## config.mk

```make
export PLATFORM = sky130hd
export DESIGN_NAME = instr_encoder
export DESIGN_NICKNAME = d
export VERILOG_FILES = /design/src/rtl/instr_encoder.sv
export SDC_FILE = /design/constraint.sdc
export NUM_CORES = 1
export LEC_CHECK = 0
export BUFFER_PORTS_ARGS = -buffer_cell sky130_fd_sc_hd__buf_2
export CORE_MARGIN = 3
export CORE_UTILIZATION = 61
export DETAILED_ROUTE_END_ITERATION = 6
export GPL_TIMING_DRIVEN = 0
export PLACE_DENSITY = 0.85
export RECOVER_POWER = 100
export REMOVE_ABC_BUFFERS = 1
export SYNTH_ARGS = -nofsm -noshare
export SYNTH_HDL_FRONTEND = slang
export SYNTH_SLANG_ARGS = --single-unit
```

## constraint.sdc

```tcl
create_clock -name clk -period 3.8 [get_ports clk]
set_input_delay 1.14 -clock clk [delete_from_list [all_inputs] [get_ports clk]]
set_output_delay 1.14 -clock clk [all_outputs]
set_load 0.005 [all_outputs]
```

## src/rtl/instr_encoder.sv

```systemverilog
// instr_encoder: builds MIPS instruction words from decoded fields and streams
// them into instruction memory at consecutive word addresses.
// Input side: valid/ready into a small FIFO of already-encoded words.
// Output side: imem write port with backpressure (imem_ready).
module instr_encoder #(
  parameter int ADDR_W     = 8,
  parameter int FIFO_DEPTH = 4,
  parameter int BASE_ADDR  = 0
) (
  input  logic              clk,
  input  logic              rst,
  input  logic              start,
  input  logic              in_valid,
  output logic              in_ready,
  input  logic [2:0]        in_kind,
  input  logic [4:0]        in_rs,
  input  logic [4:0]        in_rt,
  input  logic [4:0]        in_rd,
  input  logic [5:0]        in_funct,
  input  logic [15:0]       in_imm,
  output logic              imem_we,
  output logic [ADDR_W-1:0] imem_addr,
  output logic [31:0]       imem_wdata,
  input  logic              imem_ready,
  output logic              mem_full,
  output logic              err,
  input  logic              err_clr,
  output logic [ADDR_W:0]   word_cnt
);

  localparam int PTR_W  = $clog2(FIFO_DEPTH);
  localparam int CNT_W  = PTR_W + 1;
  localparam int WCNT_W = ADDR_W + 1;

  localparam logic [ADDR_W-1:0] BASE = ADDR_W'(BASE_ADDR);
  localparam logic [ADDR_W-1:0] LAST = '1;
  localparam logic [CNT_W-1:0]  FIFO_CAP = CNT_W'(FIFO_DEPTH);

  // Instruction classes, matching the main control decoder's view of the ISA.
  localparam logic [2:0] KIND_R    = 3'd0;
  localparam logic [2:0] KIND_LW   = 3'd1;
  localparam logic [2:0] KIND_SW   = 3'd2;
  localparam logic [2:0] KIND_BEQ  = 3'd3;
  localparam logic [2:0] KIND_ADDI = 3'd4;

  localparam logic [5:0] OP_R    = 6'd0;
  localparam logic [5:0] OP_LW   = 6'd35;
  localparam logic [5:0] OP_SW   = 6'd43;
  localparam logic [5:0] OP_BEQ  = 6'd4;
  localparam logic [5:0] OP_ADDI = 6'd8;

  typedef enum logic {
    ST_RUN  = 1'b0,
    ST_FULL = 1'b1
  } state_e;

  state_e state_q, state_d;

  logic [PTR_W-1:0]  wr_ptr_q, wr_ptr_d;
  logic [PTR_W-1:0]  rd_ptr_q, rd_ptr_d;
  logic [CNT_W-1:0]  count_q,  count_d;
  logic [31:0]       fifo_mem_q [FIFO_DEPTH];

  logic [ADDR_W-1:0] addr_q, addr_d;
  logic [WCNT_W-1:0] word_cnt_q, word_cnt_d;
  logic              err_q, err_d;

  logic [31:0]       enc_word;
  logic              kind_legal;
  logic              fifo_empty;
  logic              fifo_full;
  logic              in_xfer;
  logic              enq;
  logic              illegal_xfer;
  logic              deq;

  // Encode the incoming field bundle; unused fields of each class are ignored.
  // NOTE: every always_comb output gets a default first so no path leaves it
  // unassigned, otherwise synthesis infers a latch.
  always_comb begin
    enc_word   = '0;
    kind_legal = 1'b1;
    case (in_kind)
      KIND_R:    enc_word = {OP_R, in_rs, in_rt, in_rd, 5'd0, in_funct};
      KIND_LW:   enc_word = {OP_LW, in_rs, in_rt, in_imm};
      KIND_SW:   enc_word = {OP_SW, in_rs, in_rt, in_imm};
      KIND_BEQ:  enc_word = {OP_BEQ, in_rs, in_rt, in_imm};
      KIND_ADDI: enc_word = {OP_ADDI, in_rs, in_rt, in_imm};
      default:   kind_legal = 1'b0;
    endcase
  end

  assign fifo_empty = (count_q == '0);
  assign fifo_full  = (count_q == FIFO_CAP);

  // Transfer qualifiers; start discards both the input bundle and the write.
  always_comb begin
    in_xfer      = in_valid && in_ready && !start;
    enq          = in_xfer && kind_legal;
    illegal_xfer = in_xfer && !kind_legal;
    deq          = imem_we && imem_ready && !start;
  end

  // FSM state register.
  // NOTE: clocked blocks use non-blocking assignments so every flop samples
  // its pre-edge inputs; blocking here would create simulation races.
  always_ff @(posedge clk or posedge rst) begin
    if (rst) state_q <= ST_RUN;
    else     state_q <= state_d;
  end

  // FSM next state: RUN stops at the last address; only start re-arms it.
  always_comb begin
    state_d = state_q;
    if (start) begin
      state_d = ST_RUN;
    end else begin
      case (state_q)
        ST_RUN:  if (deq && (addr_q == LAST)) state_d = ST_FULL;
        ST_FULL: state_d = ST_FULL;
        default: state_d = ST_RUN;
      endcase
    end
  end

  // FSM outputs: derived only from registered state, never from imem_ready.
  always_comb begin
    in_ready   = (state_q == ST_RUN) && !fifo_full;
    imem_we    = (state_q == ST_RUN) && !fifo_empty;
    mem_full   = (state_q == ST_FULL);
    imem_wdata = imem_we ? fifo_mem_q[rd_ptr_q] : 32'd0;
  end

  // FIFO pointer and occupancy update; enqueue plus dequeue keeps the count.
  always_comb begin
    wr_ptr_d = wr_ptr_q;
    rd_ptr_d = rd_ptr_q;
    count_d  = count_q;
    if (start) begin
      wr_ptr_d = '0;
      rd_ptr_d = '0;
      count_d  = '0;
    end else begin
      if (enq) wr_ptr_d = wr_ptr_q + PTR_W'(1);
      if (deq) rd_ptr_d = rd_ptr_q + PTR_W'(1);
      case ({enq, deq})
        2'b10:   count_d = count_q + CNT_W'(1);
        2'b01:   count_d = count_q - CNT_W'(1);
        default: count_d = count_q;
      endcase
    end
  end

  // FIFO pointer and occupancy registers.
  always_ff @(posedge clk or posedge rst) begin
    if (rst) begin
      wr_ptr_q <= '0;
      rd_ptr_q <= '0;
      count_q  <= '0;
    end else begin
      wr_ptr_q <= wr_ptr_d;
      rd_ptr_q <= rd_ptr_d;
      count_q  <= count_d;
    end
  end

  // FIFO storage; written on enqueue only.
  // NOTE: the storage array has no reset; emptiness is tracked by count_q and
  // the output is gated by imem_we, so stale contents are never observed.
  always_ff @(posedge clk) begin
    if (enq) fifo_mem_q[wr_ptr_q] <= enc_word;
  end

  // Write address, written-word count and sticky error next values.
  always_comb begin
    addr_d     = addr_q;
    word_cnt_d = word_cnt_q;
    if (start) begin
      addr_d     = BASE;
      word_cnt_d = '0;
    end else if (deq) begin
      word_cnt_d = word_cnt_q + WCNT_W'(1);
      if (addr_q != LAST) addr_d = addr_q + ADDR_W'(1);
    end
    err_d = err_q;
    if (err_clr)      err_d = 1'b0;
    if (illegal_xfer) err_d = 1'b1;
  end

  // Address, count and error registers.
  always_ff @(posedge clk or posedge rst) begin
    if (rst) begin
      addr_q     <= BASE;
      word_cnt_q <= '0;
      err_q      <= 1'b0;
    end else begin
      addr_q     <= addr_d;
      word_cnt_q <= word_cnt_d;
      err_q      <= err_d;
    end
  end

  assign imem_addr = addr_q;
  assign word_cnt  = word_cnt_q;
  assign err       = err_q;

endmodule

```

Word-level counts from Yosys, hierarchy flattened
Memories as Yosys holds them, arrays and structs flattened.
Index checks and enable logic that the tools add are counted.
- mux-type cells: 21
- add/sub/neg operators: 6
- reduce and logical (&&, ||, !) cells: 22
- equal/unequal tests: 9
- bitwise operators: 1
- operators with widths (operator ; number):
    32-bit one-hot mux with 5 select lines ; 1
    32-bit two-way mux ; 1
    8-bit two-way mux ; 3
    9-bit two-way mux ; 2
    9-bit by 1-bit adder with 9-bit output, second input constant ; 1
    1-bit logical AND ; 9
    8-bit by 1-bit adder with 8-bit output, second input constant ; 1
    8-bit == test, second input constant ; 1
    2-bit two-way mux ; 4
    8-bit inequality test, second input constant ; 1
    2-bit nonzero test ; 4
    1-bit two-way mux ; 7
    3-bit by 2-bit == test with 1-bit output, second input constant ; 2
    3-bit == test, second input constant ; 2
    3-bit logical NOT ; 2
    3-bit one-hot mux with 2 select lines ; 1
    5-bit OR reduction ; 1
    2-bit by 1-bit adder with 2-bit output, second input constant ; 2
    1-bit logical NOT ; 4
    3-bit by 1-bit adder with 3-bit output, second input constant ; 1
    3-bit by 1-bit == test with 1-bit output, second input constant ; 1
    3-bit two-way mux ; 1
    3-bit nonzero test ; 1
    3-bit by 1-bit subtractor with 3-bit output, second input constant ; 1
    5 further kinds ; 5
- RAM bits: 128
- output and inout port bits: 53
- register bits after elaboration: 26
- input bits: 46
- memories kept: 1
- logic and storage cells: 67
- memories (memory ; depth ; bits a word ; rd ports ; clocked after Yosys merged registers in ; wr ports ; RTL line ; RTL):
    fifo_mem_q ; 4 ; 32 ; 1 ; 0 ; 1 ; 62 ; logic [31:0] fifo_mem_q [FIFO_DEPTH];

Longest topological paths before layout
- depth after elaboration: 9
- mapped depth: 9
- depth with buffers taken out: 7

Worst setup path before layout
OpenSTA, ideal clock, no wires.
- path type: in2reg
- start point: input in_kind[2]
- end point: register count_q[2]
- buffers on the path: 2
- data required time: 3672 ps
- setup slack: 836 ps
- data arrival time: 2837 ps
- setup time: 128 ps
- stages: 9
- cells stage by stage: clkbuf_1 -> o21ai_0 -> and4_4 -> buf_6 -> nor3_1 -> fa_1 -> a21boi_0 -> mux2i_1 -> mux2_1
- cells in the longest elaborated chain, start to end: 7
- elaborated cells between the ends (all ways): 13
- those cells by class: 6 x eq/ne; 3 x mux; 4 x reduce/logical
- RTL lines (element ; RTL line ; RTL):
    start, declared ; 15 ; input logic [2:0] in_kind,
    3-bit == test (tied with other cells) ; 83 ; case (in_kind)
    5-bit OR reduction (no line) * ; - ;
    1-bit two-way mux * ; 83 ;
    1-bit logical AND * ; 99 ; enq = in_xfer && kind_legal;
    2-bit by 1-bit == test with 1-bit output / 2-bit == test (equally long branches) ; 146 ; case ({enq, deq})
    3-bit one-hot mux with 2 select lines ; 146 ;
    3-bit two-way mux ; 139 ; if (start) begin
    end signal, assigned ; 163 ; count_q <= count_d;
    end, declared ; 61 ; logic [CNT_W-1:0] count_q, count_d;
Every way passes the cells marked *; elsewhere a longest branch is shown, timed or not.
A chain may end at the register's enable or synchronous reset.

Worst setup path after layout
- start point: register count_q[0]
- end point: output imem_wdata[26]
- cells in the longest elaborated chain, start to end: 4
- RTL lines (element ; RTL line ; RTL):
    3-bit logical NOT ; 93 ; assign fifo_empty = (count_q == '0);
    1-bit logical NOT ; 129 ; imem_we = (state_q == ST_RUN) && !fifo_empty;
    1-bit logical AND ; 129 ;
    32-bit two-way mux ; 131 ; imem_wdata = imem_we ? fifo_mem_q[rd_ptr_q] : 32'd0;
    end, declared ; 23 ; output logic [31:0] imem_wdata,
Every way passes these cells.

==> metrics.md <==
| Metric | Value |
|---|---|
| Status | completed |
| Drc violations | 0 |
| DP HPWL | 7.42 mm |
| Synth Area in Compound Gates | approximately 3% |
| Mux contribution to synthesized area | 13.4% |
| CTS tree | yes |
| Hold-fix buffers at CTS | 0 |
| Relative slew margins | about a fifth |
| Antenna violations before repair | 0 |
| Clock power share | 34.2% |
| Layout Utilization | between 70 and 80% |
| Largest area contributor in the netlist | edfxtp_1 |
| Row count | 36 |
| Post-DP Area | 6850 um2 |
| Logic pwr share | 25.3% |
| Seq cells post-synth | ~140 |
| I/O Buffers | between 90 and 100 |
| Num CTS Buffers | 17 |
| Placer's final routability congestion estimate | ~0.77 |
| Most common cell in the synthesized netlist | edfxtp_1 |
| Asr flop ratio synth | 18.3% |
| I/O Pins | 99 |
| Kind of cell adding the most delay to the critical path | simple AND/OR/NAND/NOR gates |
| Synth Area in Simple Gates | ~12% |
| Fillers | 597 |
| Root Buffer | clkbuf_8 |
| Post-route clock period utilization | 93.0% |
| Start of the worst register-to-register path | count_q[0] |
| Drt pass-1 iters | 4 |
| Setup tns final | 0 ps |
| Hold Vio Cnt, Final | 0 |
| Power Internal | 3.29 mW |
| Total number of H-tree levels | 4 |
| Post-Synth XOR/XNOR Area | 1.54% |
| Synthesis-to-finish area growth | 18.1% |
| Unrepaired setup endpoints after global routing | false |
| Switching portion of total power | between 20 and 30% |
| Share of cells above drive strength 1 | 30.7% |
| First-pass GRT wire length | 19.6 mm |
| Worst min path class | reg -> reg |
| Die X | 107 um |
| Clock Pin Slew Worst Setup and Hold Paths | 70 ps |
| Crit path DAT | 2390 ps |
| Critical Path Source Type | flip-flop |
| WP buf/inv | 2 |
| Die area | about 11000 um2 |
| Seq/Total Area, Yosys | around 66% |
| Syn. warnings | 0 |
| NetSw | ~1.3 mW |
| Synthesized area | approximately 6200 um2 |
| Data required, critical path | between 2000 and 3000 ps |
| Vias in the first global route | 3700 |
| Max FO, Critical Path | 19 |
| Gr usage total | 23.2% |
| Clk_lat worst skew | 510 ps |
| GRT Residual Overflow | 0 |
| Max-slew violations | 0 |
| Critical Path End Type | primary output |
| Worst-Margin Slew | 1200 ps |
| CTS Buffer Depth | 2 |
| Power Dens Cells | 626 nW/um2 |
| Sequential share of power | 40.5% |
| Core area | 9860 um2 |
| Post_cts resized | 0 |
| Synth area leaders | edfxtp_1 (56%), mux4_2 (10%), dfrtp_1 (10%) |
| Largest net degree at the start of global routing | 33 |
| Setup Crit Path Kind | reg -> out |
| Setup-failing EPs final | 0 |
| Crit. Startpoint | count_q[0] |
| Setup Fix Bufs, Post-CTS | 0 |
| Top FF cell, synth | edfxtp_1 |
| CP peak stage delay | 580 ps |
| DR vias | 3756 |
| NumNets Final | 552 |
| IR Drop Worst-Case VDD | 395 uV |
| Final wirelength | 12.7 mm |
| Synth Area in Adders | 1.52% |
| Antenna Nets Post-Route | 0 |
| Starting density of the core | between 60% and 70% |
| Clock sinks | 142 |
| Largest family of logic cells by synthesized area | multiplexers |
| Fmax | 0.283 GHz |
| Syn_area_per_cell | 15.5 um2 |
| Final WS setup | 268 ps |
| Drt wl/cell | between 15 and 20 um |
| Number of flops mapped to enable cells by yosys | around 120 |
| Synth top cells by count | edfxtp_1 (116), and2_1 (48), mux4_2 (29) |
| Max Cap Viol | 0 |
| HP Start | err |
| Post-synthesis instance total | 404 |
| Final min period | 3530 ps |
| Ant diodes | 0 |
| Drt via density | 5.82 |
| Skew final | 10.3 ps |
| Yosys top cell area share | 55.7% |
| Iter 0 DRT Violations | 212 |
| Slowest cell on crit path | nor2_2 |
| Post-synth cell types | 43 |
| Pre-CTS WS | -348 ps |
| Crit path cell chain | nor3_2, nor2_2, buf_8, and2_0, clkbuf_1 |
| Die height | 107 um |
| Leakage Power | roughly 2.7 nW |
| Design Area, Final | approximately 7400 um2 |
-- power groups by stage --
stage,registers (mW),logic (mW),clock network [mW]
floorplan,1.93,0.641,0
global placement,1.97,1.02,0
detailed placement,1.90,1.18,0
CTS,1.88,1.21,1.60
global route,1.89,1.27,1.66
finish,1.87,1.17,1.58
-- worst min-delay path, stage by stage (launching register included) --
cell,delay [ps]
dfrtp_1,370
inv_1,60
o22ai_1,60
-- layout make-up --
type                            instances  area [um2]  area share, %
Clock inverter                         15         158           2.14
Sequential cell                       142        4140           56.0
Multi-Input combinational cell        232        1980           26.8
Tap cell                              133         166           2.25
Timing Repair Buffer                  100         507           6.87
Inverter                                6        22.5          0.305
Clock buffer                           17         414           5.61
-- routing by layer --
layer	wire [um]	GRT usage, %	vias up
li1	-	-	1732
met1	5020	29.9	1857
met3	744	4.27	15
met5	0	0	-
met2	6740	39.1	152
met4	202	9.59	0
-- final timing paths --
check	to	slack, ps	depth (start not counted)
worst max-delay path	imem_wdata[26]	270	5
worst min register to register	err	530	2
min in group asynchronous	imem_addr[1]	840	2
max in group asynchronous	rd_ptr_q[1]	2290	2
worst min-delay path	err	530	2
worst max register to register	count_q[2]	1180	7
-- metrics by stage --
stage / power [mW] / hold WS (ps) / instances
6_report: 4.62 / 529 / 645
3_5_place_dp: 3.08 / 522 / 613
4_1_cts: 4.69 / 530 / 645
3_3_place_gp: 2.99 / 515 / 610
5_1_grt: 4.82 / 566 / 645
2_1_floorplan: 2.57 / 526 / 380
-- registers in the layout (all words and copies together), names as in the netlist --
| signal | cells |
|---|---|
| count_q | 3 |
| err | 1 |
| fifo_mem_q | 116 |
| imem_addr | 8 |
| mem_full | 1 |
| rd_ptr_q | 2 |
| word_cnt | 9 |
| wr_ptr_q | 2 |
-- cell usage in the layout, fill, tap and decap left out, drive strengths merged, types with 4 or more instances in the layout --
| cell | n |
|---|---|
| o21ai | 17 |
| o31ai | 4 |
| and2 | 48 |
| inv | 12 |
| a21oi | 10 |
| mux2i | 13 |
| clkinv | 4 |
| xnor2 | 9 |
| clkbuf | 32 |
| buf | 85 |
| and4 | 4 |
| mux4 | 29 |
| mux2 | 5 |
| nor2 | 20 |
| or3 | 4 |
| nand2 | 8 |
| nor3 | 6 |
| nand3 | 19 |
| dfrtp | 26 |
| edfxtp | 116 |
| nor2b | 6 |
| ha | 6 |
-- cell families (layout without fill, tap and decap cells) --
family	after synthesis	after routing
AOI/OAI and AO/OA	34	34
muxes	47	47
buffers and inverters	30	138
DFF	142	142
and+or+nand+nor	132	132
xor gates and xnor gates	11	11
adders and majority gates	7	7
other	1	1
No activity file was read; power rests on OpenSTA's default activity.
